## src/rtl/layer_compositor.sv

```systemverilog
// Per-pixel layer compositor: priority select, frame-shadowed mask/fade,
// 2-cycle aligned VGA outputs and a per-frame collision flag.

module layer_compositor_scale #(
    parameter int W = 5
) (
    input  logic [W-1:0] i_ch,
    input  logic [4:0]   i_mul,
    output logic [W-1:0] o_ch
);
    logic [W+4:0] w_prod;
    logic         w_unused;

    assign w_prod   = {5'd0, i_ch} * {{W{1'b0}}, i_mul};
    // i_mul <= 16, so the top bit is always zero and the low nibble is truncated
    assign o_ch     = w_prod[W+3:4];
    assign w_unused = ^{w_prod[W+4], w_prod[3:0]};
endmodule

module layer_compositor #(
    parameter int NUM_LAYERS = 8,
    parameter int COLL_A     = 1,
    parameter int COLL_B     = 2
) (
    input  logic                       clk,
    input  logic                       rstn,
    input  logic                       new_frame,
    input  logic                       hsync_in,
    input  logic                       vsync_in,
    input  logic                       de_in,
    input  logic [NUM_LAYERS-1:0]      layer_pe,
    input  logic [16*NUM_LAYERS-1:0]   layer_color,
    input  logic [15:0]                bg_color,
    input  logic [NUM_LAYERS-1:0]      mask_cfg,
    input  logic [3:0]                 fade_cfg,
    output logic                       vga_hsync,
    output logic                       vga_vsync,
    output logic                       vga_de,
    output logic [15:0]                vga_rgb,
    output logic [3:0]                 hit_idx,
    output logic                       collision
);
    logic [NUM_LAYERS-1:0] r_mask_sh;
    logic [3:0]            r_fade_sh;
    logic [NUM_LAYERS-1:0] w_eff;
    logic [15:0]           w_c1;
    logic [3:0]            w_idx1;
    logic [15:0]           r_c1;
    logic [3:0]            r_idx1;
    logic [3:0]            r_fade1;
    logic                  r_hs1, r_vs1, r_de1;
    logic [4:0]            w_mul;
    logic [4:0]            w_r, w_b;
    logic [5:0]            w_g;
    logic                  w_hit_now;
    logic                  r_acc;

    always_ff @(posedge clk or negedge rstn) begin
        if (!rstn) begin
            r_mask_sh <= '1;
            r_fade_sh <= 4'd15;
        end else if (new_frame) begin
            r_mask_sh <= mask_cfg;
            r_fade_sh <= fade_cfg;
        end
    end

    assign w_eff = layer_pe & r_mask_sh;

    // Scan from lowest priority upward so the lowest set index wins.
    always_comb begin
        w_c1   = bg_color;
        w_idx1 = 4'd15;
        for (int i = NUM_LAYERS - 1; i >= 0; i--) begin
            if (w_eff[i]) begin
                w_c1   = layer_color[16*i +: 16];
                w_idx1 = 4'(i);
            end
        end
    end

    // Fade travels with the pixel so a pixel sees one frame's config end to end.
    always_ff @(posedge clk or negedge rstn) begin
        if (!rstn) begin
            r_c1    <= '0;
            r_idx1  <= 4'd15;
            r_fade1 <= 4'd15;
            r_hs1   <= 1'b0;
            r_vs1   <= 1'b0;
            r_de1   <= 1'b0;
        end else begin
            r_c1    <= w_c1;
            r_idx1  <= w_idx1;
            r_fade1 <= r_fade_sh;
            r_hs1   <= hsync_in;
            r_vs1   <= vsync_in;
            r_de1   <= de_in;
        end
    end

    assign w_mul = {1'b0, r_fade1} + 5'd1;

    layer_compositor_scale #(.W(5)) u_scale_r (.i_ch(r_c1[15:11]), .i_mul(w_mul), .o_ch(w_r));
    layer_compositor_scale #(.W(6)) u_scale_g (.i_ch(r_c1[10:5]),  .i_mul(w_mul), .o_ch(w_g));
    layer_compositor_scale #(.W(5)) u_scale_b (.i_ch(r_c1[4:0]),   .i_mul(w_mul), .o_ch(w_b));

    always_ff @(posedge clk or negedge rstn) begin
        if (!rstn) begin
            vga_hsync <= 1'b0;
            vga_vsync <= 1'b0;
            vga_de    <= 1'b0;
            vga_rgb   <= '0;
            hit_idx   <= 4'd15;
        end else begin
            vga_hsync <= r_hs1;
            vga_vsync <= r_vs1;
            vga_de    <= r_de1;
            vga_rgb   <= r_de1 ? {w_r, w_g, w_b} : 16'h0000;
            hit_idx   <= r_de1 ? r_idx1 : 4'd15;
        end
    end

    // Raw pe on purpose: masked-off layers still count as colliding.
    assign w_hit_now = de_in & layer_pe[COLL_A] & layer_pe[COLL_B];

    always_ff @(posedge clk or negedge rstn) begin
        if (!rstn) begin
            r_acc     <= 1'b0;
            collision <= 1'b0;
        end else if (new_frame) begin
            collision <= r_acc | w_hit_now;
            r_acc     <= 1'b0;
        end else begin
            r_acc     <= r_acc | w_hit_now;
        end
    end
endmodule
```

## config.mk

```make
export PLATFORM = sky130hd
export DESIGN_NAME = layer_compositor
export DESIGN_NICKNAME = d
export VERILOG_FILES = /design/src/rtl/layer_compositor.sv
export SDC_FILE = /design/constraint.sdc
export NUM_CORES = 1
export LEC_CHECK = 0
export BUFFER_PORTS_ARGS = -buffer_cell sky130_fd_sc_hd__clkbuf_2
export CORE_ASPECT_RATIO = 1.2
export CORE_MARGIN = 3
export CORE_UTILIZATION = 51
export DETAILED_ROUTE_END_ITERATION = 12
export PLACE_DENSITY_LB_ADDON = 0.15
export SYNTH_ARGS = -nofsm -noshare
export SYNTH_HDL_FRONTEND = slang
export SYNTH_SLANG_ARGS = --single-unit
export TNS_END_PERCENT = 10
```

## constraint.sdc

```tcl
create_clock -name clk -period 5.6 [get_ports clk]
set_input_delay 0.28 -clock clk [delete_from_list [all_inputs] [get_ports clk]]
set_output_delay 0.28 -clock clk [all_outputs]
set_load 0.01 [all_outputs]
```

* Word level (Yosys, flattened, before mapping)
Cells that the tools add are included.
** Operators by class
- Add/sub/neg operators :: 1
- $mul :: 3
- Multiplexer cells :: 19
- Bitwise operators :: 4
** Operators by type and width (count)
- $mux W16 :: 9
- $mux W4 :: 9
- $mul A5 B5 Y9 :: 2
- $mul A6 B5 Y10 :: 1
- $and A8 B8 Y8 :: 1
- $add A4 B1 Y5 const B :: 1
- $and A1 B1 Y1 :: 2
- $mux W1 :: 1
- $or A1 B1 Y1 :: 1
** Storage, ports and cells
- Flip-flop bits (word level) :: 64
- Bits of input ports :: 170
- Logic and storage cells :: 42

* Longest topological paths before layout
- Depth in word-level cells :: 9
- Depth in mapped cells :: 17

* By module
From an unflattened synthesis, not the netlist that was laid out.
** Unflattened totals
- Cell total of the unflattened synthesis :: 588
- Area, all modules :: 5576.6 um2
** By module, submodules not included
- layer_compositor :: instances 1, cells each 349, area each 3512.1 um2, sequential area each 1631.6 um2
- layer_compositor_scale at u_scale_g :: instances 1, cells each 89, area each 744.5 um2, sequential area each 0.0 um2
- layer_compositor_scale at u_scale_b :: instances 1, cells each 75, area each 661.9 um2, sequential area each 0.0 um2
- layer_compositor_scale at u_scale_r :: instances 1, cells each 75, area each 658.1 um2, sequential area each 0.0 um2

* Worst setup path before layout
OpenSTA, ideal clock, no wires.
- Kind :: register -> register
- Start point :: register r_fade1[0]
- End point :: register vga_rgb[10]
- Setup time :: 0.132 ns
- Arrival time :: 4.277 ns
- Required time :: 5.468 ns
- Path slack :: 1.191 ns
- Stages on the path, launching flop included :: 16
- Clock period less this slack :: 4.409 ns
- Cells stage by stage :: dfstp_2 > ha_1 > xor2_1 > clkbuf_1 > and2_1 > fa_1 > fa_1 > inv_1 > fa_1 > inv_1 > ha_1 > and4b_4 > a2111oi_4 > a22oi_2 > xnor2_1 > nor2_1
** On the way
- Word-level cells in the longest chain between the ends :: 3
** RTL lines
- start: declaration :: line 50 : logic [3:0] r_fade1;
- start signal: assignment :: line 94 : r_fade1 <= r_fade_sh;
- $add A4 B1 Y5 :: line 101 : assign w_mul = {1'b0, r_fade1} + 5'd1;
- $mul A6 B5 Y10 :: line 14 : assign w_prod = {5'd0, i_ch} * {{W{1'b0}}, i_mul};
- $mux W16 :: line 118 : vga_rgb <= r_de1 ? {w_r, w_g, w_b} : 16'h0000;
- end signal: assignment :: line 118
- end: declaration :: line 39 : output logic [15:0] vga_rgb,
Every way passes these cells.
A chain may end at the register's enable or synchronous reset.

* Worst setup path in the final report
Same ends and word-level chain as after synthesis.

==> impl_metrics.ini <==
[timing]
hold_violations = 0
timing.hold.ws_ns = 0.0562
max_freq_ghz = 0.210
finalSetupViolCount = 0
finClkSkew_ns = 0.00825
rsz0062_at_grt = false
worst_pin_slew_ns = 0.939
layout_min_cycle_time_ns = 4.76
finalCritPeriodShare_pct = 85.0
tns_ns = 0
slew_headroom_pct = 37.3
report.final.slew_viol_count = 0

[hold_path]
hp-class = input port to register
whs_path_depth = 1
min_from = vsync_in
hold_end = r_vs1

[logic_synthesis]
synth_warnings = 0
ys_ff_latch = 64
synth_top_area_share_pct = 18.8
syn_inst = 602
postSynthAreaPerCell_um2 = 8.84
async_flop_share_pct = 100
netlist_top_cells_area = dfrtp_1 (19%), dfstp_2 (12%), ha_1 (11%), fa_1 (9.0%), and2_1 (4.9%)
yosysTopAreaCell = dfrtp_1
syn_area_mm2 = 0.00532
ys_seq_area_share_pct = 30.7
synth_ff_type = dfrtp_1
synth_nets = 843
synth_edf_count = 0
yosysUniqueCellTypes = 40

[critical_path]
critPathKind = register to register
reg2regPathDepth = 14
cp_common_cell = fa_1
cp-end-kind = register
critical_path.max_fanout = 10
slowest_delay_ns = 0.65
slowest_stage = dfstp_2
crit_cells = 14
worst_r2r_endpoint = vga_rgb[10]
crit_buf_inv = 2
crit_family = adder cells
crit_path_cell_trace = ha_1 > xor2_1 > and2_1 > fa_1 > fa_1 > inv_1 > fa_1 > inv_1 > ha_1 > and4b_4 > a2111oi_4 > a22oi_2 > xnor2_1 > nor2_1
reg2reg_from = r_fade1[0]
start_kind = register
worstPathRequired_ns = 5.80
cp.arrival_ns = 4.96
r2r_slack_ns = 0.84

[final_layout]
drive_gt1_share_pct = 32.3
fin_cells = 909
final_cell_mix = clkbuf_2 (192), nand2_1 (63), nand3_1 (47), ha_1 (47), inv_1 (45)
fin_nets = 1019
layout_commonest_cell = clkbuf_2
num_antenna_cells = 0
utilization_pct = 65.9
fillers = 843
syn_to_final_growth_pct = 25.1
seqCellArea_mm2 = 0.00163
multi_input_area_mm2 = 0.00339

[place]
io_buffers = 193
hpwlAfterDp_um = 12100
gp_routability_congestion = 0.888
place_inst = 893

[pwr]
power.internal_w = 0.00141
p_total_w = 0.00224
switching_share_pct = 37.2
p_leak_nw = 3.46
combPwrFrac_pct = 46.9
power_density_mw_per_mm2 = 336
irDropWorstVdd_v = 0.000145
p_clk_share_pct = 25.5
p_sw_w = 0.000833
seqPwrFrac_pct = 27.5

[clock_tree]
hold_buffers = 0
cts_root_buf = clkbuf_16
path_clk_slew_ns = 0.06
post_cts_resized = 0
clk_latency_ns = 0.33
numCtsBuffers = 9
clock_path_buffers = 2
cts_tree = done
cts_setup_buffers = 0
htree_levels = 3
cts_sinks = 64

[die]
die_area_mm2 = 0.0117
io_pins = 194
coreArea_mm2 = 0.0101
chipHeight_um = 118
initial_core_util_pct = 52.6
die_width_um = 99.2
rows = 40

[drt]
drc = 0
drt_wl_total_um = 15000
wire_per_inst_um = 16.5
detail_route.first_pass.iterations = 5
drt_iter0_drc = 213
vias_per_cell = 5.50
vias = 4995
ant_nets = 0

[grt]
overflow = 0
grt_pass1_vias = 5187
grt_first_pass_wirelength_um = 24400
grt_antenna_before_repair = 0
track_usage_pct = 26.1
grt_max_degree = 65

[flow_run]
cap_viol_max_count = 0

[status]
status = finished clean
[power groups by stage]
stage / registers [W] / clock network (W) / logic, W
floorplan: 0.000629 / 0 / 0.000748
global placement: 0.000623 / 0 / 0.00101
detailed placement: 0.000623 / 0 / 0.00105
CTS: 0.000616 / 0.000580 / 0.00106
global route: 0.000628 / 0.000603 / 0.00120
finish: 0.000616 / 0.000572 / 0.00105
[flip-flops by register name, summed over array words and instances (netlist names)]
name       count
vga_vsync      1
r_mask_sh      8
r_de1          1
vga_hsync      1
vga_de         1
vga_rgb       16
r_c1          16
r_vs1          1
r_hs1          1
r_acc          1
r_fade_sh      4
hit_idx        4
collision      1
r_idx1         4
r_fade1        4
[through the flow]
| step | worst slack (ns) | area [µm²] |
|---|---|---|
| after global routing | 0.501 | 6660 |
| after floorplan | 1.19 | 5320 |
| final | 0.839 | 6660 |
| after global placement | 1.02 | 6350 |
| after CTS | 0.849 | 6660 |
| after detailed placement | 0.832 | 6350 |
[final cells by class]
| class | count | share of cell area, % |
|---|---|---|
| clock inverter | 4 | 0.808 |
| tap | 126 | 2.37 |
| timing repair buffer | 198 | 15.1 |
| sequential | 64 | 24.5 |
| clock buffer | 12 | 3.85 |
| inverter | 45 | 2.54 |
| multi-input combinational | 460 | 50.9 |
[how the worst max path moves through the flow]
| stage | start | end | slack, ns |
|---|---|---|---|
| final | r_fade1[0] | vga_rgb[10] | 0.84 |
| after CTS | r_fade1[0] | vga_rgb[10] | 0.85 |
| after detailed placement | r_fade1[0] | vga_rgb[10] | 0.83 |
| after global placement | r_fade1[0] | vga_rgb[10] | 1.02 |
| after global routing | r_fade1[0] | vga_rgb[10] | 0.50 |
| after floorplan | r_fade1[0] | vga_rgb[10] | 1.19 |
[cells by family (layout without fill, tap and decap cells)]
kind of cell / after synthesis / after routing / synth area share (%)
compound gates: 121 / 121 / 14.2
xor+xnor: 26 / 26 / 4.28
mux: 27 / 27 / 5.36
simple gates: 215 / 215 / 19.7
buf+inv: 78 / 259 / 5.71
flops: 64 / 64 / 30.7
fa+ha+maj: 71 / 71 / 20.1
[layer usage]
layer | vias up | GRT usage (%) | part of all wire, %
met3 | 28 | 5.45 | 6.8
met1 | 2358 | 29.9 | 38
li1 | 2411 | - | -
met4 | 0 | 10.8 | 2.9
met2 | 198 | 46.4 | 52
met5 | - | 0 | 0
[cells in the mapped netlist (4+ instances only)]
master	number
a21oi_1	38
a31oi_1	19
and2_1	42
and3_1	5
buf_2	9
clkbuf_1	23
dfrtp_1	40
dfstp_2	24
fa_1	24
ha_1	47
inv_1	45
mux2_2	12
mux2i_1	15
nand2_1	63
nand2b_1	7
nand3_1	47
nor2_1	39
o21ai_0	33
o21bai_1	4
o2bb2ai_1	14
xnor2_1	20
xor2_1	6
No activity file was read; power rests on OpenSTA's default activity.
